[src/rtl/dram_arbiter.sv]
// dram_arbiter: shares a single-port 1024x32 synchronous data RAM between
// master 0 (core data port) and master 1 (loader/debug port).
// Fixed priority to master 0. A starvation counter forces a master-1 win
// after STARVE_LIMIT consecutive master-0 wins while master 1 is waiting.
// Each access is IDLE -> ACCESS (-> RDATA for reads) -> IDLE.
`timescale 1ns/1ps
module dram_arbiter #(
   parameter int AW           = 10,
   parameter int DW           = 32,
   parameter int STARVE_LIMIT = 4
) (
   input  logic          CLK,
   input  logic          RST,
   input  logic          req0,
   input  logic          req1,
   input  logic          we0,
   input  logic          we1,
   input  logic [AW-1:0] addr0,
   input  logic [AW-1:0] addr1,
   input  logic [DW-1:0] wdata0,
   input  logic [DW-1:0] wdata1,
   output logic          gnt0,
   output logic          gnt1,
   output logic          rvalid0,
   output logic          rvalid1,
   output logic [DW-1:0] rdata,
   output logic [AW-1:0] ram_addr,
   output logic [DW-1:0] ram_wdata,
   output logic          ram_wren,
   input  logic [DW-1:0] ram_q,
   output logic          busy
);

   typedef enum logic [1:0] {
      IDLE   = 2'd0,
      ACCESS = 2'd1,
      RDATA  = 2'd2
   } state_t;

   localparam logic [3:0] LIMIT = 4'(STARVE_LIMIT);

   state_t          r_state;
   state_t          w_state_next;
   logic [3:0]      r_starve;
   logic [3:0]      w_starve_next;
   logic            w_take;
   logic            w_win1;
   logic            w_sel_we;
   logic [AW-1:0]   w_sel_addr;
   logic [DW-1:0]   w_sel_wdata;

   logic            r_owner;
   logic            r_we;
   logic [AW-1:0]   r_ram_addr;
   logic [DW-1:0]   r_ram_wdata;
   logic            r_gnt0;
   logic            r_gnt1;
   logic            r_rvalid0;
   logic            r_rvalid1;
   logic            r_wren;
   logic            r_busy;
   logic [DW-1:0]   r_rdata_hold;

   // Request fields of the winning master.
   assign w_sel_we    = w_win1 ? we1    : we0;
   assign w_sel_addr  = w_win1 ? addr1  : addr0;
   assign w_sel_wdata = w_win1 ? wdata1 : wdata0;

   // Next state, arbitration and starvation counter update (IDLE only arbitrates).
   always_comb begin
      w_state_next  = r_state;
      w_take        = 1'b0;
      w_win1        = 1'b0;
      w_starve_next = r_starve;
      case (r_state)
         IDLE: begin
            if (req0 || req1) begin
               w_take       = 1'b1;
               w_state_next = ACCESS;
               if (req1 && (!req0 || (r_starve == LIMIT))) begin
                  w_win1 = 1'b1;
               end else begin
                  w_win1 = 1'b0;
               end
            end else begin
               w_state_next = IDLE;
            end
            if (!req1) begin
               w_starve_next = 4'd0;
            end else if (w_win1) begin
               w_starve_next = 4'd0;
            end else if (r_starve < LIMIT) begin
               w_starve_next = r_starve + 4'd1;
            end else begin
               w_starve_next = r_starve;
            end
         end
         ACCESS: begin
            if (r_we) begin
               w_state_next = IDLE;
            end else begin
               w_state_next = RDATA;
            end
         end
         RDATA: begin
            w_state_next = IDLE;
         end
         default: begin
            w_state_next = IDLE;
         end
      endcase
   end

   // State register and starvation counter.
   always_ff @(posedge CLK or posedge RST) begin
      if (RST) begin
         r_state  <= IDLE;
         r_starve <= 4'd0;
      end else begin
         r_state  <= w_state_next;
         r_starve <= w_starve_next;
      end
   end

   // Capture the winner's request on the IDLE->ACCESS edge; hold otherwise.
   always_ff @(posedge CLK or posedge RST) begin
      if (RST) begin
         r_owner     <= 1'b0;
         r_we        <= 1'b0;
         r_ram_addr  <= {AW{1'b0}};
         r_ram_wdata <= {DW{1'b0}};
      end else if (w_take) begin
         r_owner     <= w_win1;
         r_we        <= w_sel_we;
         r_ram_addr  <= w_sel_addr;
         r_ram_wdata <= w_sel_wdata;
      end
   end

   // Registered handshake pulses, RAM write enable and busy flag.
   always_ff @(posedge CLK or posedge RST) begin
      if (RST) begin
         r_gnt0    <= 1'b0;
         r_gnt1    <= 1'b0;
         r_wren    <= 1'b0;
         r_rvalid0 <= 1'b0;
         r_rvalid1 <= 1'b0;
         r_busy    <= 1'b0;
      end else begin
         r_gnt0    <= w_take && !w_win1;
         r_gnt1    <= w_take && w_win1;
         r_wren    <= w_take && w_sel_we;
         r_rvalid0 <= (r_state == ACCESS) && !r_we && !r_owner;
         r_rvalid1 <= (r_state == ACCESS) && !r_we && r_owner;
         r_busy    <= (w_state_next != IDLE);
      end
   end

   // Keep the last returned word so rdata holds between read returns.
   always_ff @(posedge CLK or posedge RST) begin
      if (RST) begin
         r_rdata_hold <= {DW{1'b0}};
      end else if (r_rvalid0 || r_rvalid1) begin
         r_rdata_hold <= ram_q;
      end
   end

   // RAM data arrives in the RDATA cycle itself, so it bypasses the hold register.
   assign rdata     = (r_rvalid0 || r_rvalid1) ? ram_q : r_rdata_hold;
   assign gnt0      = r_gnt0;
   assign gnt1      = r_gnt1;
   assign rvalid0   = r_rvalid0;
   assign rvalid1   = r_rvalid1;
   assign ram_wren  = r_wren;
   assign ram_addr  = r_ram_addr;
   assign ram_wdata = r_ram_wdata;
   assign busy      = r_busy;

endmodule
[config.mk]
export PLATFORM = sky130hd
export DESIGN_NAME = dram_arbiter
export DESIGN_NICKNAME = d
export VERILOG_FILES = /design/src/rtl/dram_arbiter.sv
export SDC_FILE = /design/constraint.sdc
export NUM_CORES = 1
export LEC_CHECK = 0
export BUFFER_PORTS_ARGS = -buffer_cell sky130_fd_sc_hd__buf_2
export CAP_MARGIN = 10
export CORE_UTILIZATION = 48
export DETAILED_ROUTE_END_ITERATION = 16
export PLACE_DENSITY = 0.85
export SYNTH_ARGS = -nofsm -noshare
export SYNTH_HDL_FRONTEND = slang
export SYNTH_SLANG_ARGS = --single-unit
[constraint.sdc]
create_clock -name CLK -period 4.3 [get_ports CLK]
set_input_delay 0.645 -clock CLK [delete_from_list [all_inputs] [get_ports CLK]]
set_output_delay 0.645 -clock CLK [all_outputs]
set_load 0.005 [all_outputs]
==> tab_implementation.tex, run 1 <==
\begin{tabular}{lr}
\hline
Metric & Value \\
\hline
\multicolumn{2}{l}{\textbf{Global routing}} \\
\quad Met2 global-route usage & 0.386 \\
\quad Wire length of the first global-routing pass & 13600 um \\
\quad GRT Max-Usage Layer & met2 \\
\quad Total congestion overflow & 0 \\
\quad Largest net degree at the start of global routing & 60 \\
\quad Met1 demand-to-capacity share in global routing & 0.281 \\
\quad Number of global-route vias before repair & 2873 \\
\quad Global Route met3 Usage & 0.0585 \\
\quad Initial antenna violation count & 0 \\
\quad Overall Global Routing Usage & 0.230 \\
\multicolumn{2}{l}{\textbf{Floorplan}} \\
\quad Overall die height & 89.6 um \\
\quad Die area & 8040 sq um \\
\quad Initial Util & 0.503 \\
\quad Number of rows in the core area & 31 \\
\quad Area of the core & 7330 sq um \\
\quad Die extent in x & 89.6 um \\
\quad Top-level I/O count & 202 \\
\multicolumn{2}{l}{\textbf{Synthesis}} \\
\quad Yosys reg bits & 88 \\
\quad Synthesized instance count & 264 \\
\quad Netlist area before placement & 3690 sq um \\
\quad Count of warnings emitted by yosys & 0 \\
\quad Number of nets in the synthesized netlist & 388 \\
\quad Top cells by area, synth & dfrtp\_1 60\%, a221o\_1 12\%, mux2\_1 9.8\% \\
\quad Sequential cell area fraction in the yosys report & 0.597 \\
\quad Yosys top cell area share & 0.597 \\
\quad Primary FF master, synth & dfrtp\_1 \\
\quad Distinct cell type count of the synthesized netlist & 28 \\
\quad Number of enable flip-flop cells after synthesis & 0 \\
\quad Library cell occupying the most area in the post-synthesis netlist & dfrtp\_1 \\
\quad Fraction of synthesis flops using an asynchronous set or reset pin & 1.00 \\
\quad Synth Area per Inst & 14.0 sq um \\
\multicolumn{2}{l}{\textbf{Setup path}} \\
\quad Buffers plus inverters on the worst setup path & 2 \\
\quad Nature of the critical path endpoint & flop \\
\quad Crit path largest cell delay & 0.86 ns \\
\quad Critical Path Stages & 6 \\
\quad Required time of the critical path & 4.59 ns \\
\quad Worst reg2reg startpoint & r\_starve[1] \\
\quad Sequence of cells on the critical path & inv\_1 -> ha\_1 -> nand3b\_4 -> a2111oi\_4 -> buf\_4 -> a221o\_1 \\
\quad Worst-case register-to-register setup slack & 1.80 ns \\
\quad Element type at the critical path start & flop \\
\quad Crit path kind & reg -> reg \\
\quad Cell depth of the worst flop-to-flop path & 6 \\
\quad Max Fanout on Critical Path & 32 \\
\quad CP delay by family, top & compound AO/OA/AOI/OAI gates \\
\quad Standard cell with the maximum stage delay on the critical path & a2111oi\_4 \\
\quad Critical R2R Capture & ram\_wdata[30] \\
\quad Arrival time at the worst endpoint & 2.79 ns \\
\multicolumn{2}{l}{\textbf{Placement}} \\
\quad Quantity of I/O buffers inserted on ports & 201 \\
\quad Placer Congestion & 0.744 \\
\quad Post-Place Worst Slack & 1.84 ns \\
\quad DP Wirelength & 6820 um \\
\quad Post-Place Cell Area & 4750 sq um \\
\multicolumn{2}{l}{\textbf{Clock network}} \\
\quad Depth of the CTS H-tree & 3 \\
\quad Cts hold-fix bufs & 0 \\
\quad Clock sink total & 88 \\
\quad Clock root buffer master & clkbuf\_8 \\
\quad Largest buffer count on any clock path & 2 \\
\quad Post-CTS sizing & 0 \\
\quad Setup repair bufs after CTS & 0 \\
\quad Clock buffer count from CTS & 9 \\
\quad Clock latency on the worst-skew pair & 0.36 ns \\
\quad Clock Pin Slew Worst Setup and Hold Paths & 0.09 ns \\
\quad TritonCTS clock tree & done \\
\multicolumn{2}{l}{\textbf{Drt}} \\
\quad Aggregate routed wire length & 9230 um \\
\quad Number of remaining DRC errors & 0 \\
\quad Via count of the routed design & 3051 \\
\quad Mean number of vias per cell & 5.41 \\
\quad Number of optimization iterations in the first detailed-route pass & 4 \\
\quad Routed length per placed instance & 16.4 um \\
\quad Count of nets left with antenna violations after detail routing & 0 \\
\quad DR iter-0 viols & 142 \\
\multicolumn{2}{l}{\textbf{STA}} \\
\quad Number of setup violations in the final report & 0 \\
\quad Final sum of negative setup slack & 0 ns \\
\quad Pins over their slew limit & 0 \\
\quad Setup ws final & 1.80 ns \\
\quad Tightest hold margin & 0.453 ns \\
\quad Worst slew margin & 0.369 \\
\quad Peak Freq & 400 MHz \\
\quad Final critical path time including I/O delays and setup & 2.50 ns \\
\quad Crit share post-route & 0.581 \\
\quad Final Hold Violating Endpoints & 0 \\
\quad Actual transition at the worst max-transition pin & 0.945 ns \\
\quad Clock skew & 0.00956 ns \\
\quad RSZ-0062 raised after global routing & false \\
\multicolumn{2}{l}{\textbf{Run}} \\
\quad Number of maximum-capacitance constraint violations & 0 \\
\multicolumn{2}{l}{\textbf{Layout}} \\
\quad Share of final-layout standard cells stronger than drive strength 1 & 0.490 \\
\quad Fill cell count & 546 \\
\quad Relative area change from synthesis to final layout & 34.0\% \\
\quad Post-layout nets & 584 \\
\quad Final instance area & 4940 sq um \\
\quad ANT cells & 0 \\
\multicolumn{2}{l}{\textbf{Run status}} \\
\quad Status & complete, no violations \\
\multicolumn{2}{l}{\textbf{Power and ir drop}} \\
\quad Leakage power & 0.00252 uW \\
\quad VDD IR-drop max & 0.000281 V \\
\quad Power per unit of standard cell area & 710 nW/um\^{}2 \\
\quad Overall power & 3510 uW \\
\multicolumn{2}{l}{\textbf{Worst hold path}} \\
\quad Number of cells on the worst hold path & 1 \\
\quad Startpoint of the lowest-slack hold path & r\_owner \\
\quad Type of the tightest min-delay check & reg -> reg \\
\quad End of the worst hold path & rvalid0 \\
\hline
\end{tabular}
==> stage by stage <==
stage               utilization  cells
finish                    0.674    564
global route              0.674    564
CTS                       0.674    564
detailed placement        0.648    548
global placement          0.648    548
floorplan                     -    264
==> how the worst max path moves through the flow <==
stage                      from       endpoint  slack (ns)
floorplan                   RST           busy        1.38
global placement           req1    ram_addr[3]        1.93
detailed placement  r_starve[1]    ram_addr[8]        1.84
CTS                 r_starve[1]    ram_addr[8]        1.81
global route        r_starve[1]  ram_wdata[30]        1.66
finish              r_starve[1]  ram_wdata[30]        1.80
==> final cells by class <==
cell class	instances	area, sq um	share of cell area
Tap cell	99	124	0.0251
Clock inverter	7	63.8	0.0129
Clock buffer	9	124	0.0251
Inverter	6	23.8	0.00481
Timing Repair Buffer	207	1050	0.213
Sequential cell	88	2200	0.446
Multi-Input combinational cell	148	1350	0.274
==> Yosys cell counts, types with 2 or more instances <==
| master | n |
|---|---|
| a21boi_0 | 42 |
| a21boi_1 | 2 |
| a21o_1 | 2 |
| a221o_1 | 43 |
| a31oi_1 | 2 |
| and2_1 | 2 |
| buf_2 | 2 |
| buf_6 | 4 |
| clkbuf_1 | 16 |
| dfrtp_1 | 88 |
| ha_1 | 2 |
| inv_1 | 6 |
| mux2_1 | 32 |
| nand2_1 | 3 |
| nor2_1 | 4 |
| o211ai_1 | 2 |
==> power by group <==
group          total, uW  switching, uW  internal, uW
sequential          1400            176          1230
clock                537            315           223
combinational       1570            767           801
==> registers in the layout, indices dropped and copies added, names as in the netlist <==
register	flops
r_we	1
r_owner	1
ram_addr	10
ram_wren	1
gnt1	1
rvalid1	1
rvalid0	1
r_rdata_hold	32
ram_wdata	32
gnt0	1
r_state	2
r_starve	4
busy	1
==> cell usage in the layout, fill, tap and decap left out, types with 2 or more instances in the layout <==
cell type / instances
a21boi_1: 2
ha_1: 2
a31oi_1: 2
nor2_2: 2
buf_2: 201
o211ai_1: 2
inv_8: 2
clkinvlp_4: 2
a21boi_0: 42
inv_6: 2
dfrtp_1: 88
a21o_1: 2
buf_4: 6
mux2_1: 32
inv_1: 5
a221o_1: 43
and2_1: 2
nor2_1: 2
clkbuf_8: 9
nand2_1: 3
==> cell families after synthesis <==
logic type,share of synthesized area
AOI/OAI and AO/OA,0.233
adders and majority gates,0.00679
buffers and inverters,0.0373
DFF,0.597
muxes,0.0977
and+or+nand+nor,0.0278
==> worst register-to-register path, cell delays in order, from the launching register on <==
cell	delay, ns
dfrtp_1	0.41
inv_1	0.10
ha_1	0.26
nand3b_4	0.11
a2111oi_4	0.86
buf_4	0.47
a221o_1	0.24
==> per-layer routing <==
layer  up-vias  share of wire
li1       1402              -
met1      1468           0.40
met2       166           0.50
met3        15          0.079
met4         0          0.024
met5         -              0
No activity file was read; power rests on OpenSTA's default activity.
==> run 2: changes to the inputs <==
CORE_UTILIZATION = 44   (was 48)
PLACE_DENSITY = 0.79   (was 0.85)
clock period = 2.34 ns   (was 4.3 ns; I/O delays follow)
==> run 2 against run 1 <==
Global-route usage is 1.4 points lower. Die area is 8.9% higher. Cell count is 2.1% higher. Sequential power is 84% higher. Largest power group unchanged.
==> tab_implementation.tex, run 2 (same netlist as run 1, synthesis figures left out) <==
\begin{tabular}{lr}
\hline
Metric & Value \\
\hline
\multicolumn{2}{l}{\textbf{STA}} \\
\quad RSZ-0062 raised after global routing & false \\
\quad Tightest hold margin & 0.0963 ns \\
\quad Final sum of negative setup slack & 0 ns \\
\quad Final critical path time including I/O delays and setup & 2.08 ns \\
\quad Peak Freq & 482 MHz \\
\quad Pins over their slew limit & 0 \\
\quad Crit share post-route & 0.887 \\
\quad Worst slew margin & 0.538 \\
\quad Number of setup violations in the final report & 0 \\
\quad Clock skew & 0.0103 ns \\
\quad Final Hold Violating Endpoints & 0 \\
\quad Actual transition at the worst max-transition pin & 0.691 ns \\
\multicolumn{2}{l}{\textbf{Layout}} \\
\quad Relative area change from synthesis to final layout & 38.1\% \\
\quad Most common library cell in the layout ignoring fill and taps & buf\_2 \\
\quad Final instance area & 5090 sq um \\
\quad Fill cell count & 672 \\
\quad Post-layout nets & 589 \\
\quad Highest-count cells in the layout ignoring fill and taps & 201 x buf\_2, 88 x dfrtp\_1, 43 x a221o\_1 \\
\quad Sequential cell area & 2200 sq um \\
\quad Area used by multi-input combinational logic & 1350 sq um \\
\quad Share of final-layout standard cells stronger than drive strength 1 & 0.496 \\
\multicolumn{2}{l}{\textbf{Drt}} \\
\quad Aggregate routed wire length & 9330 um \\
\quad Routed length per placed instance & 16.2 um \\
\quad Number of remaining DRC errors & 0 \\
\quad DR iter-0 viols & 96 \\
\quad Number of optimization iterations in the first detailed-route pass & 4 \\
\quad Mean number of vias per cell & 5.31 \\
\quad Count of nets left with antenna violations after detail routing & 0 \\
\quad Via count of the routed design & 3056 \\
\multicolumn{2}{l}{\textbf{Floorplan}} \\
\quad Top-level I/O count & 202 \\
\quad Initial Util & 0.451 \\
\quad Die extent in x & 93.5 um \\
\quad Area of the core & 8180 sq um \\
\quad Number of rows in the core area & 33 \\
\quad Die area & 8750 sq um \\
\quad Overall die height & 93.5 um \\
\multicolumn{2}{l}{\textbf{Clock network}} \\
\quad Clock buffer count from CTS & 9 \\
\quad Clock root buffer master & clkbuf\_8 \\
\quad Clock Pin Slew Worst Setup and Hold Paths & 0.09 ns \\
\quad Clock latency on the worst-skew pair & 0.34 ns \\
\quad Post-CTS sizing & 0 \\
\quad Cts hold-fix bufs & 0 \\
\quad Setup repair bufs after CTS & 0 \\
\quad Largest buffer count on any clock path & 2 \\
\quad TritonCTS clock tree & done \\
\quad Depth of the CTS H-tree & 3 \\
\quad Clock sink total & 88 \\
\multicolumn{2}{l}{\textbf{Placement}} \\
\quad Quantity of I/O buffers inserted on ports & 201 \\
\quad Placer Congestion & 0.744 \\
\quad DP Wirelength & 6930 um \\
\quad Post-Place Cell Area & 4840 sq um \\
\multicolumn{2}{l}{\textbf{Setup path}} \\
\quad CP delay by family, top & buffers and inverters \\
\quad Max Fanout on Critical Path & 32 \\
\quad Worst-case register-to-register setup slack & 0.50 ns \\
\quad Required time of the critical path & 1.99 ns \\
\quad Standard cell with the maximum stage delay on the critical path & mux2\_1 \\
\quad Sequence of cells on the critical path & nor2\_2 -> buf\_4 -> mux2\_1 -> buf\_2 \\
\quad Nature of the critical path endpoint & output pin \\
\quad Crit path largest cell delay & 0.40 ns \\
\quad Element type at the critical path start & flop \\
\quad Buffers plus inverters on the worst setup path & 2 \\
\quad Crit path kind & reg -> out \\
\quad Arrival time at the worst endpoint & 1.73 ns \\
\multicolumn{2}{l}{\textbf{Global routing}} \\
\quad Largest net degree at the start of global routing & 38 \\
\quad Number of global-route vias before repair & 3006 \\
\quad Wire length of the first global-routing pass & 14500 um \\
\quad Total congestion overflow & 0 \\
\quad Initial antenna violation count & 1 \\
\quad Overall Global Routing Usage & 0.216 \\
\multicolumn{2}{l}{\textbf{Power and ir drop}} \\
\quad Clock power share & 0.188 \\
\quad Gate power share & 0.432 \\
\quad Leakage power & 0.00259 uW \\
\quad Switching part of the total power & 0.332 \\
\quad Sequential cell fraction of total power & 0.380 \\
\quad Net switching power of the design & 2250 uW \\
\quad VDD IR-drop max & 0.000596 V \\
\quad Power per unit of standard cell area & 1330 nW/um\^{}2 \\
\quad Internal power of the cells & 4530 uW \\
\multicolumn{2}{l}{\textbf{Run status}} \\
\quad Status & complete, no violations \\
\multicolumn{2}{l}{\textbf{Run}} \\
\quad Number of maximum-capacitance constraint violations & 0 \\
\multicolumn{2}{l}{\textbf{Worst hold path}} \\
\quad Type of the tightest min-delay check & in -> async \\
\hline
\end{tabular}
## run 2: changes by cell type in the layout (fill, tap and decap cells not counted), sizes merged
cell	change
buf	+5
bufinv	+3
inv	-3
clkbuf	+1
clkinv	-1
diode	+1
## run 2: worst register-to-register path, cell delays in order, from the launching register on
cell and delay [ns]:
dfrtp_1 0.41, inv_1 0.08, ha_1 0.23, nand3b_4 0.11, a2111oi_4 0.37, buf_4 0.35, a221o_1 0.22
## run 2: power by group through the flow
stage	Sequential (uW)	Clock, uW	Combinational [uW]
2_1_floorplan	2570	0	1680
3_3_place_gp	2570	0	2870
3_5_place_dp	2580	0	2990
4_1_cts	2580	1300	2970
5_1_grt	2660	1380	3260
6_report	2580	1270	2930
## run 2: final timing paths
check | start | endpoint | cells past startpoint
setup reg to reg | r_starve[1] | ram_wdata[17] | 6
hold / removal | RST | r_rdata_hold[28] | 2
hold reg to reg | r_owner | rvalid0 | 1
setup / recovery | rvalid1 | rdata[7] | 4
max in group asynchronous | RST | ram_wdata[24] | 3
min in group CLK | addr0[5] | ram_addr[5] | 2
## run 2: metrics by stage
stage                     cells   util  worst slack, ns  total power, uW
after floorplan             264      -            0.566             4250
after global placement      559  0.592            0.603             5440
after detailed placement    559  0.592            0.526             5570
after CTS                   575  0.623            0.224             6850
after global routing        576  0.623            0.161             7300
final                       576  0.623            0.264             6790
## run 2: layout make-up
cell class              count  share of cell area
diodes                      1            0.000491
clock buffers              10              0.0270
clock inverters             6              0.0226
inverters                   6             0.00516
multi-input cells         148               0.266
flip-flops and latches     88               0.432
well taps                 105              0.0258
repair buffers            212               0.221
## run 2: per-layer routing
layer,part of all wire,GRT usage,vias up
met1,0.43,0.275,1462
met2,0.47,0.349,164
li1,-,-,1410
met3,0.076,0.0496,20
met5,0,0,-
met4,0.027,0.100,0
